$ cat src/rtl/lsu_sequencer.sv
// Load/store sequencer: turns one CPU memory op into a single word-aligned bus
// request with byte lanes, stalling the core until ack, timeout or misalignment.
module lsu_sequencer #(
  parameter int TIMEOUT = 16
) (
  input  logic        clk,
  input  logic        reset,
  input  logic [31:0] addr,
  input  logic [31:0] wdata,
  input  logic [1:0]  mem_write,
  input  logic        mem_read,
  input  logic [2:0]  size_load,
  output logic        stall,
  output logic [31:0] rdata,
  output logic        misalign_err,
  output logic        bus_err,
  output logic        mem_req,
  output logic        mem_we,
  output logic [31:0] mem_addr,
  output logic [31:0] mem_wdata,
  output logic [3:0]  mem_be,
  input  logic        mem_ack,
  input  logic [31:0] mem_rdata
);

  localparam int CNT_W = $clog2(TIMEOUT + 1);

  typedef enum logic [1:0] {IDLE, ACCESS, DONE} state_t;

  state_t           state, state_nxt;
  logic [CNT_W-1:0] wait_cnt;
  logic [1:0]       off_q;
  logic [2:0]       size_q;
  logic             load_q;
  logic             is_store, pending, misaligned, timeout_hit;
  logic [3:0]       be_nxt;
  logic [31:0]      wdata_nxt;

  function automatic logic [31:0] load_extend(input logic [31:0] word,
                                              input logic [1:0]  off,
                                              input logic [2:0]  size);
    logic signed [7:0]  b;
    logic signed [15:0] h;
    logic [31:0]        r;
    b = word[{off, 3'b000} +: 8];
    h = word[{off[1], 4'b0000} +: 16];
    case (size)
      3'b000:  r = {{24{b[7]}}, b};
      3'b001:  r = {{16{h[15]}}, h};
      3'b100:  r = {24'd0, b};
      3'b101:  r = {16'd0, h};
      default: r = word;
    endcase
    return r;
  endfunction

  assign is_store    = (mem_write != 2'b00);
  assign pending     = is_store | mem_read;
  assign timeout_hit = (wait_cnt == CNT_W'(TIMEOUT - 1));

  // Stores win over a simultaneous load; unused funct3 codes count as misaligned.
  always_comb begin
    misaligned = 1'b0;
    if (is_store) begin
      case (mem_write)
        2'b10:   misaligned = addr[0];
        2'b11:   misaligned = (addr[1:0] != 2'b00);
        default: misaligned = 1'b0;
      endcase
    end else if (mem_read) begin
      case (size_load)
        3'b000, 3'b100: misaligned = 1'b0;
        3'b001, 3'b101: misaligned = addr[0];
        3'b010:         misaligned = (addr[1:0] != 2'b00);
        default:        misaligned = 1'b1;
      endcase
    end
  end

  always_comb begin
    be_nxt    = 4'b0000;
    wdata_nxt = 32'd0;
    case (mem_write)
      2'b01: begin
        be_nxt    = 4'b0001 << addr[1:0];
        wdata_nxt = {4{wdata[7:0]}};
      end
      2'b10: begin
        be_nxt    = 4'b0011 << {addr[1], 1'b0};
        wdata_nxt = {2{wdata[15:0]}};
      end
      2'b11: begin
        be_nxt    = 4'b1111;
        wdata_nxt = wdata;
      end
      default: ;
    endcase
  end

  always_ff @(posedge clk) begin
    if (reset) state <= IDLE;
    else       state <= state_nxt;
  end

  always_comb begin
    state_nxt = state;
    stall     = 1'b0;
    case (state)
      IDLE: begin
        if (pending) begin
          stall     = 1'b1;
          state_nxt = misaligned ? DONE : ACCESS;
        end
      end
      ACCESS: begin
        stall = 1'b1;
        if (mem_ack || timeout_hit) state_nxt = DONE;
      end
      DONE:    state_nxt = IDLE;
      default: state_nxt = IDLE;
    endcase
  end

  // p0: accept in IDLE; p1: wait for ack in ACCESS; results are visible in DONE
  always_ff @(posedge clk) begin
    if (reset) begin
      wait_cnt     <= '0;
      rdata        <= 32'd0;
      mem_req      <= 1'b0;
      mem_we       <= 1'b0;
      mem_be       <= 4'b0000;
      mem_addr     <= 32'd0;
      mem_wdata    <= 32'd0;
      misalign_err <= 1'b0;
      bus_err      <= 1'b0;
      off_q        <= 2'b00;
      size_q       <= 3'b000;
      load_q       <= 1'b0;
    end else begin
      misalign_err <= 1'b0;
      bus_err      <= 1'b0;
      case (state)
        IDLE: begin
          if (pending && !misaligned) begin
            mem_req   <= 1'b1;
            mem_we    <= is_store;
            mem_addr  <= {addr[31:2], 2'b00};
            mem_be    <= be_nxt;
            mem_wdata <= wdata_nxt;
            off_q     <= addr[1:0];
            size_q    <= size_load;
            load_q    <= ~is_store;
            wait_cnt  <= '0;
          end else if (pending) begin
            misalign_err <= 1'b1;
          end
        end
        ACCESS: begin
          if (mem_ack) begin
            mem_req <= 1'b0;
            mem_we  <= 1'b0;
            if (load_q) rdata <= load_extend(mem_rdata, off_q, size_q);
          end else if (timeout_hit) begin
            mem_req <= 1'b0;
            mem_we  <= 1'b0;
            bus_err <= 1'b1;
            if (load_q) rdata <= 32'd0;
          end else begin
            wait_cnt <= wait_cnt + 1'b1;
          end
        end
        default: ;
      endcase
    end
  end

endmodule

$ cat config.mk
export PLATFORM = sky130hd
export DESIGN_NAME = lsu_sequencer
export DESIGN_NICKNAME = d
export VERILOG_FILES = /design/src/rtl/lsu_sequencer.sv
export SDC_FILE = /design/constraint.sdc
export NUM_CORES = 1
export LEC_CHECK = 0
export CAP_MARGIN = 15
export CORE_AREA = 2 2 117 119
export CTS_CLUSTER_DIAMETER = 80
export DETAILED_ROUTE_END_ITERATION = 8
export DIE_AREA = 0 0 119 121
export GPL_TIMING_DRIVEN = 0
export PLACE_DENSITY = 0.74
export SYNTH_ARGS = -nofsm -noshare
export SYNTH_HDL_FRONTEND = slang
export SYNTH_SLANG_ARGS = --single-unit
$ cat constraint.sdc
create_clock -name clk -period 5.8 [get_ports clk]
set_clock_uncertainty 0.1 [all_clocks]
set_input_delay 1.16 -clock clk [delete_from_list [all_inputs] [get_ports clk]]
set_output_delay 1.16 -clock clk [all_outputs]
set_load 0.1 [all_outputs]
======== Yosys cells after proc, flatten, opt, wreduce, memory -nomap -nowiden ========
Cells that the tools add are included.
operators by class
  shift-type cells ........................ 4
  add/sub/neg operators ................... 1
  muxes and demuxes ....................... 28
  bitwise operators ....................... 4
  reductions and logical operators ........ 19
  eq/ne operators ......................... 18
operators with widths
  kind                 number
  $mux 32              4
  $pmux 32 s4          1
  $pmux 32 s3          1
  $shiftx 32x6->16     1
  $shiftx 32x6->8      1
  $mux 5               3
  $eq 3x3->1 const B   4
  $pmux 4 s3           1
  $ne 2x2->1 const B   5
  $pmux 5 s2           1
  $mux 1               8
  $pmux 1 s2           4
  $reduce_bool 2->1    4
  $eq 3x1->1 const B   2
  $logic_not 3->1      2
  $mux 2               3
  $reduce_and 3->1     2
  $reduce_or 3->1      2
  $add 5x1->5 const B  1
  $eq 5x4->1 const B   1
  $eq 2x1->1 const B   2
  $eq 2x2->1 const B   2
  $pmux 2 s2           1
  $reduce_and 2->1     2
  13 further kinds     16
storage, ports and cells
  bits in registers ....................... 115
  word-level logic and storage cells ...... 87
  output and inout bits ................... 105

======== Logic depth before layout (Yosys ltp) ========
Gate-level depths: netlist of the first run.
  word-level depth ........................ 9
  mapped depth ............................ 8
  gate-level depth less buffers ........... 7

======== Least setup slack after synthesis of the first run ========
No wires, ideal clock.
  kind .................................... input-to-output
  start point ............................. input port mem_read
  end point ............................... output port stall
  arrival time ............................ 2.705 ns
  data required time ...................... 4.540 ns
  setup slack ............................. 1.835 ns
  path buffers ............................ 0
  stages on the path ...................... 2
  cell sequence ........................... nor3_1 > a21oi_1
between the ends
  word-level cells in the longest chain between the ends .. 3
RTL lines
  item                line  text
  start: declaration  11    input logic mem_read,
  $or 1x1->1          58    assign pending = is_store | mem_read;
  $mux 1              110   if (pending) begin
  $pmux 1 s2          108   case (state)
  end: declaration    13    output logic stall,
No other way between the ends.

======== Final worst setup path of the first run ========
  start point ............................. input port mem_write[1]
  end point ............................... output port stall
between the ends
  word-level cells in the longest chain between the ends .. 4
RTL lines
  item                line  text
  start: declaration  10    input logic [1:0] mem_write,
  $reduce_bool 2->1   57    assign is_store = (mem_write != 2'b00);
  $or 1x1->1          58
  $mux 1              110
  $pmux 1 s2          108
No other way between the ends.

==> results.toml, run 1 <==
[run]
drv_cap = 0

[detailed_routing]
wire_per_inst_um = 17.8
drt-met1-wl_um = 7730
met3WireLength_um = 1680
drtPass1Iterations = 5
drc = 0
ant_nets = 0
avgViaCountPerCell = 5.51
num_vias = 5760
dr.first_iter.drc_count = 354
wl_um = 18600
top_layer_used = "met4"
wl_met2_um = 8680

[place]
dpl_worst_slack_ps = 1280
dp_cells = 1013
io_buffers = 207
dp_hpwl_um = 13900
placed_area_um2 = 7460
place.gp.congestion = 0.878

[clock_tree]
post_cts_buffers = 0
clkSlewWorstSetupHoldPaths_ps = 50
ctsHoldBuffers = 0
cts_tree = "built"
clk_latency_ps = 410
cts_sinks = 115
clockBufferDepth = 2
cts.repair.resized = 0
cts-htree-levels = 4
cts_root_buf = "clkbuf_16"
cts_made_buffers = 17

[die]
io_pins = 210
initial_core_util = 0.395
dieArea_um2 = 14400
core-area_um2 = 13100
die_y_um = 121
die_w_um = 119
num_rows = 42

[finish]
final_util = 0.613
nets = 963
drive_above_1_share = 0.0656
fin_cells = 1045
design_area_um2 = 8020
nFillCells = 1166
insertedDiodeCount = 0
area_growth_pct = 55.3

[timing]
slew_headroom = 0.305
worst_pin_slew_ps = 1040
fin_crit_ps = 4540
fin_crit_sh = 0.783
report.final.hold_viol_count = 0
max_freq_ghz = 0.220
setup_ws_ps = 1260
hold-worst-slack_ps = 352
slew_viol_final = 0
rsz0062_at_grt = "false"
setup_tns_ps = 0
setup_viol = 0

[pwr]
peakVddDrop_uv = 227
finalPower_mw = 2.80
p_leak_nw = 2.84
powerDensity_nw_per_um2 = 349

[setup_path]
crit_path_end_kind = "output pin"
arrival_ps = 3280
criticalPathCategory = "input pin to output pin"
reg2reg_depth = 8
required_ps = 4540
critPathLaunchType = "input pin"
critPathMaxFanout = 7

[global_routing]
grt_max_degree = 17
antenna_found_initial = 0
grt_first_pass_wirelength_um = 28900
grtUsageTotal = 0.255
grt_overflow = 0
grt_pass1_vias = 5637

[logic_synthesis]
synth_edf_count = 0
yosysWarnings = 0
ys.flop_type = "dfxtp_1"
yosysSeqAreaShare = 0.446
synth_area_um2 = 5160
synth.distinct_cells = 51
syn-instance-count = 629
avgSynthCellArea_um2 = 8.21
ys_ff_latch = 115
async_flop_share = 0

[min_path]
min_path_type = "register to register"
worstHoldPathCells = 2

[outcome]
status = "complete, no violations"
==> layout make-up <==
cell class,count,area [um^2],area share
inverter,8,30.0,0.00374
buffer,57,263,0.0328
clock inverter,4,45.0,0.00561
timing repair buffer,207,2070,0.258
tap,176,220,0.0274
clock buffer,28,517,0.0644
multi-input combinational,450,2570,0.321
sequential,115,2300,0.287
==> final timing paths <==
kind                                  from                endpoint  slack, ps
setup / recovery              mem_write[1]                   stall       1260
hold / removal      rdata[16]$_SDFFE_PP0P_  rdata[16]$_SDFFE_PP0P_        350
setup reg to reg  wait_cnt[0]$_SDFFE_PP0P_  rdata[20]$_SDFFE_PP0P_       3130
hold reg to reg     rdata[16]$_SDFFE_PP0P_  rdata[16]$_SDFFE_PP0P_        350
==> placed cells by master (no fill, tap or decap), drive strengths merged, types with 9 or more instances in the layout <==
| cell | instances |
|---|---|
| clkdlybuf4s50 | 207 |
| o21ai | 77 |
| mux2i | 25 |
| nand3 | 39 |
| nor2 | 38 |
| o221ai | 9 |
| clkbuf | 60 |
| buf | 25 |
| a211oi | 24 |
| nand2 | 49 |
| a21oi | 119 |
| dfxtp | 115 |
==> registers in the layout, summed over array words and instances (netlist names), 2 cells and up <==
signal     flops
off_q          2
mem_wdata     32
mem_be         4
mem_addr      30
wait_cnt       5
size_q         3
state          2
rdata         32
==> worst max-delay path, cell delays in order <==
cell and delay [ps]:
clkdlybuf4s50_1 610, nor3_1 140, a21oi_1 170, clkdlybuf4s50_1 1200
==> cell families (layout without fill, tap and decap cells) <==
logic type / Yosys count / after routing / synth area share
compound gates: 258 / 258 / 0.290
simple gates: 162 / 162 / 0.149
flops: 115 / 115 / 0.446
buf+inv: 65 / 304 / 0.0567
mux: 26 / 26 / 0.0528
fa+ha+maj: 2 / 2 / 0.00484
other cells: 1 / 2 / 0.000726
==> power by group <==
part	internal [mW]	leakage [nW]	total (mW)	switching, mW
Combinational	0.253	1.62	0.915	0.661
Sequential	0.853	0.940	0.896	0.0432
Clock	0.643	0.278	0.992	0.348
Total	1.75	2.84	2.80	1.05
==> Yosys cell counts, types with 3 or more instances <==
cell / number / area (um^2)
a21oi_1: 119 / 596
a31oi_1: 4 / 25.0
clkbuf_1: 31 / 116
dfxtp_1: 115 / 2300
a22oi_1: 8 / 60.1
buf_2: 14 / 70.1
nor2_1: 37 / 139
a211oi_1: 24 / 180
nor2b_1: 3 / 18.8
nand4_1: 8 / 50.1
buf_1: 6 / 22.5
inv_1: 6 / 22.5
or2_2: 3 / 18.8
nand2_1: 49 / 184
nand3_1: 39 / 195
o21ai_0: 77 / 385
o211ai_1: 5 / 37.5
mux2i_1: 25 / 250
nor3_1: 3 / 15.0
and3_1: 3 / 18.8
a311oi_1: 4 / 35.0
nand2b_1: 3 / 18.8
o221ai_1: 8 / 70.1
buf_6: 3 / 33.8
==> layer usage <==
layer | track usage | vias to the layer above
met5 | 0 | -
met4 | 0.116 | 0
met3 | 0.0822 | 44
met2 | 0.412 | 294
met1 | 0.309 | 2663
li1 | - | 2759
(Power assumes the default switching activity.)
==> inputs of run 2 (changes only) <==
==> constraint.sdc (replaced) <==
create_clock -name clk -period 4.7 [get_ports clk]
set_clock_uncertainty 0.1 [all_clocks]
set_input_delay 0.94 -clock clk [delete_from_list [all_inputs] [get_ports clk]]
set_output_delay 0.94 -clock clk [all_outputs]
set_load 0.1 [all_outputs]
==> results of run 2 <==
The final DEF is identical to that of run 1. Status: complete, no violations.
Among the figures that moved: setup slack after placement 1280 ps -> 620 ps; setup slack after layout 1260 ps -> 597 ps; register-to-register setup slack 3130 ps -> 2030 ps; total power 2.80 mW -> 3.46 mW; worst IR drop on VDD 227 uV -> 280 uV
